### src/rtl/rv_wb_pkg.sv
// Shared Wishbone arbiter types and width helpers.
// Used by the arbiter top and by its priority encoder.
package rv_wb_pkg;

  typedef enum logic {
    ARB_IDLE = 1'b0,
    ARB_BUSY = 1'b1
  } arb_state_t;

  localparam int WB_BYTE_W      = 8;
  localparam int WB_ADDR_W_DEF  = 32;
  localparam int WB_DATA_W_DEF  = 32;

  function automatic int sel_width(input int data_w);
    return data_w / WB_BYTE_W;
  endfunction

  // A disabled timeout (0) still gets a 1-bit counter so widths stay legal.
  function automatic int tmo_cnt_width(input int timeout_cycles);
    return (timeout_cycles < 1) ? 1 : $clog2(timeout_cycles + 1);
  endfunction

  function automatic int idx_width(input int n);
    return (n < 2) ? 1 : $clog2(n);
  endfunction

endpackage

### src/rtl/rv_arb_prio_enc.sv
// Rotating priority encoder: picks the first set request at or after start,
// wrapping modulo N. start=0 gives plain lowest-index-wins priority.
module rv_arb_prio_enc
  import rv_wb_pkg::*;
#(
  parameter  int N     = 2,
  localparam int IDX_W = idx_width(N)
) (
  input  logic [N-1:0]     req,
  input  logic [IDX_W-1:0] start,
  output logic [N-1:0]     grant,
  output logic [IDX_W-1:0] index,
  output logic             valid
);

  int               pos;
  logic [IDX_W-1:0] pos_idx;

  always_comb begin
    grant   = '0;
    index   = '0;
    valid   = 1'b0;
    pos     = 0;
    pos_idx = '0;
    for (int i = 0; i < N; i++) begin
      pos = int'(start) + i;
      if (pos >= N) pos = pos - N;
      pos_idx = IDX_W'(pos);
      if (!valid && req[pos_idx]) begin
        valid          = 1'b1;
        grant[pos_idx] = 1'b1;
        index          = pos_idx;
      end
    end
  end

endmodule

### src/rtl/rv_wb_arbiter.sv
// N-master Wishbone classic arbiter: one slave bus, grant held for the whole
// master cyc window, fixed or round-robin priority, optional stall timeout.
module rv_wb_arbiter
  import rv_wb_pkg::*;
#(
  parameter  int CHANNELS       = 2,
  parameter  int ADDR_W         = WB_ADDR_W_DEF,
  parameter  int DATA_W         = WB_DATA_W_DEF,
  parameter  int ROUND_ROBIN    = 0,
  parameter  int TIMEOUT_CYCLES = 255,
  localparam int SEL_W          = sel_width(DATA_W)
) (
  input  logic                         i_clk,
  input  logic                         i_reset_n,
  input  logic [CHANNELS*ADDR_W-1:0]   i_m_adr,
  input  logic [CHANNELS*DATA_W-1:0]   i_m_dat,
  input  logic [CHANNELS-1:0]          i_m_we,
  input  logic [CHANNELS*SEL_W-1:0]    i_m_sel,
  input  logic [CHANNELS-1:0]          i_m_cyc,
  input  logic [CHANNELS-1:0]          i_m_stb,
  output logic [DATA_W-1:0]            o_m_dat,
  output logic [CHANNELS-1:0]          o_m_ack,
  output logic [CHANNELS-1:0]          o_m_err,
  output logic [ADDR_W-1:0]            o_wb_adr,
  output logic [DATA_W-1:0]            o_wb_dat,
  output logic                         o_wb_we,
  output logic [SEL_W-1:0]             o_wb_sel,
  output logic                         o_wb_cyc,
  output logic                         o_wb_stb,
  input  logic [DATA_W-1:0]            i_wb_dat,
  input  logic                         i_wb_ack,
  input  logic                         i_wb_err,
  output logic [CHANNELS-1:0]          o_grant,
  output logic                         o_busy
);

  localparam int IDX_W = idx_width(CHANNELS);
  localparam int CNT_W = tmo_cnt_width(TIMEOUT_CYCLES);

  arb_state_t          state_q, state_d;
  logic [CHANNELS-1:0] grant_q, grant_d;
  logic [IDX_W-1:0]    gidx_q, gidx_d, last_q, last_d;
  logic [CNT_W-1:0]    cnt_q, cnt_d;

  logic [CHANNELS-1:0] req, enc_grant;
  logic [IDX_W-1:0]    enc_index, start;
  logic                enc_valid, busy, g_cyc, g_stb, timeout;

  assign req   = i_m_cyc & i_m_stb;
  assign start = (ROUND_ROBIN != 0) ?
                 ((last_q == IDX_W'(CHANNELS - 1)) ? '0 : last_q + 1'b1) : '0;

  rv_arb_prio_enc #(.N(CHANNELS)) u_prio_enc (
    .req   (req),
    .start (start),
    .grant (enc_grant),
    .index (enc_index),
    .valid (enc_valid)
  );

  assign busy  = (state_q == ARB_BUSY);
  assign g_cyc = i_m_cyc[gidx_q];
  assign g_stb = i_m_stb[gidx_q];

  // A slave ack/err in the limit cycle wins over the timeout.
  assign timeout = (TIMEOUT_CYCLES != 0) && busy && g_cyc && g_stb &&
                   (cnt_q == CNT_W'(TIMEOUT_CYCLES)) && !i_wb_ack && !i_wb_err;

  // Handshake: a beat completes in the cycle the slave returns ack or err
  // while stb is high; the granted master owns the bus until it drops cyc.
  always_comb begin
    o_wb_adr = '0;
    o_wb_dat = '0;
    o_wb_we  = 1'b0;
    o_wb_sel = '0;
    o_wb_cyc = 1'b0;
    o_wb_stb = 1'b0;
    o_m_dat  = '0;
    o_m_ack  = '0;
    o_m_err  = '0;
    if (busy) begin
      o_wb_adr = i_m_adr[gidx_q*ADDR_W +: ADDR_W];
      o_wb_dat = i_m_dat[gidx_q*DATA_W +: DATA_W];
      o_wb_we  = i_m_we[gidx_q];
      o_wb_sel = i_m_sel[gidx_q*SEL_W +: SEL_W];
      o_wb_cyc = g_cyc & ~timeout;
      o_wb_stb = g_cyc & g_stb & ~timeout;
      o_m_dat  = i_wb_dat;
      o_m_ack  = grant_q & {CHANNELS{i_wb_ack & ~i_wb_err}};
      o_m_err  = grant_q & {CHANNELS{i_wb_err | timeout}};
    end
  end

  always_comb begin
    state_d = state_q;
    grant_d = grant_q;
    gidx_d  = gidx_q;
    last_d  = last_q;
    cnt_d   = '0;
    case (state_q)
      ARB_IDLE: begin
        if (enc_valid) begin
          state_d = ARB_BUSY;
          grant_d = enc_grant;
          gidx_d  = enc_index;
          last_d  = enc_index;
        end
      end
      ARB_BUSY: begin
        if (!g_cyc || timeout) begin
          state_d = ARB_IDLE;
          grant_d = '0;
        end else if ((TIMEOUT_CYCLES != 0) && g_stb && !i_wb_ack && !i_wb_err &&
                     (cnt_q != CNT_W'(TIMEOUT_CYCLES))) begin
          cnt_d = cnt_q + 1'b1;
        end
      end
      default: state_d = ARB_IDLE;
    endcase
  end

  always_ff @(posedge i_clk or negedge i_reset_n) begin
    if (!i_reset_n) begin
      state_q <= ARB_IDLE;
      grant_q <= '0;
      gidx_q  <= '0;
      last_q  <= IDX_W'(CHANNELS - 1);
      cnt_q   <= '0;
    end else begin
      state_q <= state_d;
      grant_q <= grant_d;
      gidx_q  <= gidx_d;
      last_q  <= last_d;
      cnt_q   <= cnt_d;
    end
  end

  assign o_grant = grant_q;
  assign o_busy  = busy;

endmodule

### config.mk
export PLATFORM = sky130hd
export DESIGN_NAME = rv_wb_arbiter
export DESIGN_NICKNAME = d
export VERILOG_FILES = /design/src/rtl/rv_wb_pkg.sv /design/src/rtl/rv_arb_prio_enc.sv /design/src/rtl/rv_wb_arbiter.sv
export SDC_FILE = /design/constraint.sdc
export NUM_CORES = 1
export LEC_CHECK = 0
export CORE_AREA = 2 2 111 113
export DETAILED_ROUTE_END_ITERATION = 10
export DIE_AREA = 0 0 113 115
export PLACE_DENSITY = 0.69
export SKIP_CTS_REPAIR_TIMING = 1
export SLEW_MARGIN = 20
export SYNTH_ARGS = -nofsm -noshare
export SYNTH_HDL_FRONTEND = slang
export SYNTH_SLANG_ARGS = --single-unit
### constraint.sdc
create_clock -name i_clk -period 2.2 [get_ports i_clk]
set_input_delay 0.66 -clock i_clk [delete_from_list [all_inputs] [get_ports i_clk]]
set_output_delay 0.66 -clock i_clk [all_outputs]
set_load 0.005 [all_outputs]
### Word level (Yosys, flattened, before mapping)

Cells that the tools add are included.

* $add $sub $neg: 1
* order comparisons: 1
* reductions and logical operators: 16
* muxes and demuxes: 29
* bitwise operators: 11
* equality and inequality tests: 4
* shift operators: 3

Operators with widths (count)
* 64-bit by 7-bit indexed part select with 32-bit output: 2
* 32-bit 2-to-1 mux: 3
* 8-bit 2-to-1 mux: 3
* 1-bit 2-to-1 mux: 15
* 2-bit 2-to-1 mux: 5
* 1-bit logical AND: 9
* 8-bit by 1-bit adder with 8-bit output (second input constant): 1
* 8-bit == test (second input constant): 1
* 8-bit != test (second input constant): 1
* 8-bit by 4-bit indexed part select with 4-bit output: 1
* 2-bit AND: 3
* 1-bit AND: 4
* 1-bit logical NOT: 4
* 4-bit 2-to-1 mux: 1
* 2-bit one-hot mux with 2 select lines: 1
* 2-bit AND reduction: 2
* 1-bit NOT: 3
* 1-bit by 2-bit < comparator with 1-bit output (second input constant): 1
* 2-bit by 1-bit != test with 1-bit output (second input constant): 1
* 2-bit != test (second input constant): 1
* 1-bit one-hot mux with 2 select lines: 1
* 1-bit logical OR: 1
* 1-bit OR: 1

* bits of input ports: 178
* register bits: 12

### Depth between registers and ports, before layout

* depth in word-level cells: 10
* gate-level depth with buffers: 4
* gate-level depth less buffers: 4

### Cells and area by module

Synthesis repeated with hierarchy kept, for this count alone.

* cells, all modules: 266
* area total of the unflattened synthesis: 2162.1 µm²

By module, submodules not included
* rv_wb_arbiter: area each 2129.5 µm², times used 1, sequential area each 300.3 µm², cells an instance 261
* rv_arb_prio_enc: area each 32.5 µm², times used 1, sequential area each 0.0 µm², cells an instance 5

### Least setup slack after synthesis

No wires, ideal clock.

* path kind: input port to output port
* start: in i_m_stb[0]
* end: out o_m_err[0]
* stages: 3
* required time: 1.540 ns
* arrival: 1.369 ns
* slack: 0.171 ns
* path buffers: 0
* path through: nand3b_1 > a2111o_1 > a21oi_1

* word-level cells in the longest chain between the ends: 9

Ends and longest elaborated chain
* start, declared: line rv_wb_arbiter.sv:20 `input logic [CHANNELS-1:0] i_m_stb,`
* 1-bit 2-to-1 mux (not written as such) (2 in series): line rv_wb_arbiter.sv:63 `assign g_stb = i_m_stb[gidx_q];`
* 1-bit logical AND (2 in series): line rv_wb_arbiter.sv:66 `assign timeout = (TIMEOUT_CYCLES != 0) && busy && g_cyc && g_stb &&`
* 1-bit logical AND (2 in series): line rv_wb_arbiter.sv:67 `(cnt_q == CNT_W'(TIMEOUT_CYCLES)) && !i_wb_ack && !i_wb_err;`
* 1-bit OR: line rv_wb_arbiter.sv:90 `o_m_err = grant_q & {CHANNELS{i_wb_err | timeout}};`
* 2-bit AND: line rv_wb_arbiter.sv:90
* 2-bit 2-to-1 mux: line rv_wb_arbiter.sv:81 `if (busy) begin`
* end, declared: line rv_wb_arbiter.sv:23 `output logic [CHANNELS-1:0] o_m_err,`

No other way between the ends. The select of a mux whose other input is x is not followed.

### Worst setup path after layout

* start: reg gidx_q
* end: out o_wb_stb

* word-level cells in the longest chain between the ends: 10

Ends and longest elaborated chain
* start, declared: line rv_wb_arbiter.sv:42 `logic [IDX_W-1:0] gidx_q, gidx_d, last_q, last_d;`
* start signal, assigned: line rv_wb_arbiter.sv:132 `gidx_q <= gidx_d;`
* 1-bit 2-to-1 mux (not written as such) (2 in series): line rv_wb_arbiter.sv:62 `assign g_cyc = i_m_cyc[gidx_q];`
* 1-bit logical AND (3 in series): line rv_wb_arbiter.sv:66
* 1-bit logical AND (2 in series): line rv_wb_arbiter.sv:67
* 1-bit NOT: line rv_wb_arbiter.sv:87 `o_wb_stb = g_cyc & g_stb & ~timeout;`
* 1-bit AND (*): line rv_wb_arbiter.sv:87
* 1-bit 2-to-1 mux (*): line rv_wb_arbiter.sv:81
* end, declared: line rv_wb_arbiter.sv:29 `output logic o_wb_stb,`

Mark *: on every way between the ends. The rest lies on a longest branch, timed or not. The select of a mux whose other input is x is not followed.

==> metrics list <==
* Maximum fanout encountered on the critical timing path: 6
- Measured along the y axis, the die boundary spans approximately 120 um.
* Number of nets in the layout: 759
* Proportion of power drawn by the clock network: under 10%
* Crit Reg-Reg Startpoint: gidx_q
- Summed over all layers, the global routing overflow is 0.
* Diodes inserted: 0
- Summed over all cells, the static leakage comes to between 3 and 4 nW.
* Status: complete, but fails checks
* CP Capture Type: output pin
- In the post-synthesis netlist, the cell with the most instances is sky130_fd_sc_hd__nor2_1.
- The tree is rooted in a sky130_fd_sc_hd__clkbuf_16.
- TritonCTS built the clock tree.
- The commonest cells after synthesis are sky130_fd_sc_hd__nor2_1, sky130_fd_sc_hd__mux2i_1, sky130_fd_sc_hd__and2_1.
* First-pass GRT wire length: between 15,000 and 20,000 um
- A synthesized cell averages approximately 7.4 um^2.
- Number of nets produced by synthesis: ~440
* DR iter-0 viols: approximately 110
- Worst flop-to-flop path endpoint: o_busy
- Net switching is about 38% of the power.
- Proportion of power drawn by combinational gates: between 80 and 90%
* Count of pins over their slew limit: 0
* Cell breakdown of the critical path: buf_6 -> nand3_2 -> buf_4 -> a2111oi_4 -> buf_4 -> nor3b_1 -> dlymetal6s2s_1
* Net Sw Power: between 1.5 and 2 mW
* Most repeated library cell on the critical path: sky130_fd_sc_hd__buf_4
* Reg clk slew, reported paths: around 40 ps
- Headroom to the max-slew limit came out at about three fifths.
- Summing the sequential cell areas from Yosys gives between 15 and 20% of the chip area.
- Setup slack of the worst register-to-register path: approximately 560 ps
* Worst EP required: approximately 1500 ps
* Number of maximum-capacitance constraint violations: 0
- The detailed router placed ~3,100 vias in this run.
- Number of clock buffers inserted by TritonCTS: 3
- Routed wire length: approximately 12,000 um
- Area leader, netlist: sky130_fd_sc_hd__mux2i_1
- The startpoint identified for the worst hold timing path is cnt_q[0].
- Entering global routing, the biggest net connects 49 pins.
- Share of synthesized registers carrying an async set or reset: 100%
* Vias in the first global route: ~2,900
- At the pin with the least slew margin, the transition time is 585 ps.
* Count of yosys warnings during synthesis: 0
- The HPWL after detailed placement is slightly below 9000 um.
- Pre-Repair DR Iteration Count: 10
* Sort of element at the start of the critical path: flip-flop
- In this run the core area contains 40 standard-cell rows.
* Total placed instance area: slightly above 0.005 mm^2
- Together, buffers and inverters on the worst path number 4.
- Core utilization of the finished layout: 49.0%
- In the routed design, unresolved DRC markers number 19.
* Weighted congestion reported at the end of routability-driven placement: approximately 0.9
- Synthesized flop and latch total: 12
- The kind of cell with the highest combined delay along the critical path is buffers and inverters.
- Fmax: about 410 MHz
- Counting cells, the worst reg-to-reg path comes to 5.
- VDD IR-drop max: between 0.0004 and 0.0005 V
* Sequential share of power: 6.6%
- For the finished layout, the period the worst path requires is around 2500 ps.
- After detailed placement, the design holds a cell count of around 710.
- Area share of the largest cell type after synthesis: about 36%
- Biggest cell delay along the critical path: between 400 and 500 ps
- Power comes to approximately 4.7 mW.
* Area of the die: around 0.013 mm^2
- Input and output buffers added on the ports amount to roughly 290.
* Prevailing post-synth register cell: sky130_fd_sc_hd__dfrtp_1
* Setup Crit Path Kind: reg2out
* Fin Hold WS: just under 600 ps
- In the routed layout, each cell is associated on average with a via count of 4.31.
- The total area inside the core boundary comes to about 0.012 mm^2.
- Internal power comes to 2.96 mW.
- The floorplan step set the die width to 113 um.
* Largest buffer count on any clock path: 2
- At the worst endpoint, the arrival time is 1810 ps.
* Biggest area contributors in the synthesized netlist: sky130_fd_sc_hd__mux2i_1, sky130_fd_sc_hd__dfrtp_1, sky130_fd_sc_hd__nor2_1, sky130_fd_sc_hd__and2_1, sky130_fd_sc_hd__clkbuf_1
* Final instance area: 0.00578 mm^2
- The area growth from synthesis to layout is 198%.
- Once the floorplan was initialized, standard cells occupied about 16% of the core.
* WL per Instance: between 15 and 20 um
- The checks that failed: design-rule violations, negative setup slack.
- Pin placement for this block handled between 200 and 300 I/O pins.
* Setup repair after global routing missed its margin: yes
- Sink Count: 12
* Count of final hold-check violations: 0
- Power spread over the standard cell area amounts to around 820 mW/mm^2.
- Fin crit share: 112%
* Insertion delay to the later sink of the worst-skew pair: between 200 and 300 ps
- The cell count after synthesis came out at around 260.
- Clock H-tree levels: 1
- Hold path cells: 2
- EDFF count, synth: 0
- Total global routing track utilization: between 10 and 15%
* Final non-filler cell total: between 700 and 800
- The worst hold path terminates at cnt_q[0].
- Share of post-route cells with drive strength above 1: 13.1%
- Number of antenna violations at the first check in global routing: 0
- Setup violations remaining at the end of the flow were counted as 13.
- On the final layout, the worst clock skew is between 0.9 and 1 ps.
- Slowest-stage cell, CP: sky130_fd_sc_hd__dfrtp_4
- Class of the tightest hold or removal check: reg2reg
* Least setup slack across all paths after layout: -266 ps
- Routed Antenna Nets: 0
* Unique masters post-synth: 38
- Synthesized area: roughly 0.0019 mm^2
- Crit path from: gidx_q
## flip-flops by register name, summed over array words and instances, names as in the netlist
name	cells
gidx_q	1
cnt_q	8
o_busy	1
o_grant	2
## metrics by stage
step / setup TNS, ps / setup slack, ps
2_1_floorplan: 0 / 171
3_3_place_gp: -27640 / -917
3_5_place_dp: -28820 / -946
4_1_cts: -32590 / -951
5_1_grt: -1970 / -327
6_report: -1080 / -266
## layer usage
| metal | track usage, % | up-vias | routed length [um] |
|---|---|---|---|
| met5 | 0 | - | 0 |
| met3 | 2.11 | 22 | 849 |
| met2 | 26.6 | 135 | 6060 |
| li1 | - | 1532 | - |
| met1 | 17.8 | 1439 | 4720 |
| met4 | 3.50 | 0 | 240 |
## final cells by class
| type | count | area (um^2) |
|---|---|---|
| fill | 1100 | 6030 |
| timing repair buffer | 332 | 3570 |
| multi-input combinational | 227 | 1620 |
| sequential | 12 | 305 |
| tap | 147 | 184 |
| clock buffer | 4 | 88.8 |
| inverter | 4 | 15.0 |
## power by group through the flow
stage	registers [mW]	clock network (mW)	logic, mW
after global routing	0.321	0.396	4.34
after CTS	0.318	0.383	3.89
after floorplan	0.300	0	1.57
after detailed placement	0.322	0	3.88
after global placement	0.325	0	3.82
final	0.313	0.379	4.06
## layout by cell type (no fill, tap or decap), types with 2 or more instances in the layout
cell type and instances:
sky130_fd_sc_hd__mux2i_2 3, sky130_fd_sc_hd__nor3b_1 2, sky130_fd_sc_hd__mux2i_1 65, sky130_fd_sc_hd__clkdlybuf4s50_1 174, sky130_fd_sc_hd__nand2_1 8, sky130_fd_sc_hd__buf_2 5
sky130_fd_sc_hd__dfrtp_1 10, sky130_fd_sc_hd__o21ai_0 2, sky130_fd_sc_hd__a21oi_1 2, sky130_fd_sc_hd__clkbuf_16 6, sky130_fd_sc_hd__buf_12 4, sky130_fd_sc_hd__nand3_2 2
sky130_fd_sc_hd__inv_1 3, sky130_fd_sc_hd__nor2_1 74, sky130_fd_sc_hd__buf_4 35, sky130_fd_sc_hd__mux2_2 2, sky130_fd_sc_hd__nor3_1 2, sky130_fd_sc_hd__clkbuf_2 2
sky130_fd_sc_hd__dlymetal6s2s_1 106, sky130_fd_sc_hd__nand3_1 6, sky130_fd_sc_hd__buf_6 2, sky130_fd_sc_hd__xor2_1 2, sky130_fd_sc_hd__o22ai_1 2, sky130_fd_sc_hd__and2_1 32
sky130_fd_sc_hd__and3_1 2
## worst min-delay path, cell delays in order (launching register included)
cell	delay (ps)
sky130_fd_sc_hd__dfrtp_1	380
sky130_fd_sc_hd__buf_4	130
sky130_fd_sc_hd__nor3_1	40
## logic make-up (layout without fill, tap and decap cells)
kind of cell	count (synthesis)	after routing	share of synthesized area, %
compound gates	16	16	6.51
fa+ha+maj	1	1	0.645
buf+inv	23	340	4.96
xor+xnor	3	3	1.35
mux	71	71	36.8
flops	12	12	15.5
simple gates	136	136	34.3
## how the worst max path moves through the flow
stage                  to  slack (ps)  cells past startpoint
3_3_place_gp   o_m_err[0]        -920                      5
6_report         o_wb_stb        -270                      7
2_1_floorplan  o_m_err[0]         170                      3
4_1_cts        o_m_err[0]        -950                      5
3_5_place_dp   o_m_err[0]        -950                      5
5_1_grt          o_wb_stb        -330                      7
Power figures use the tool's default switching activity.
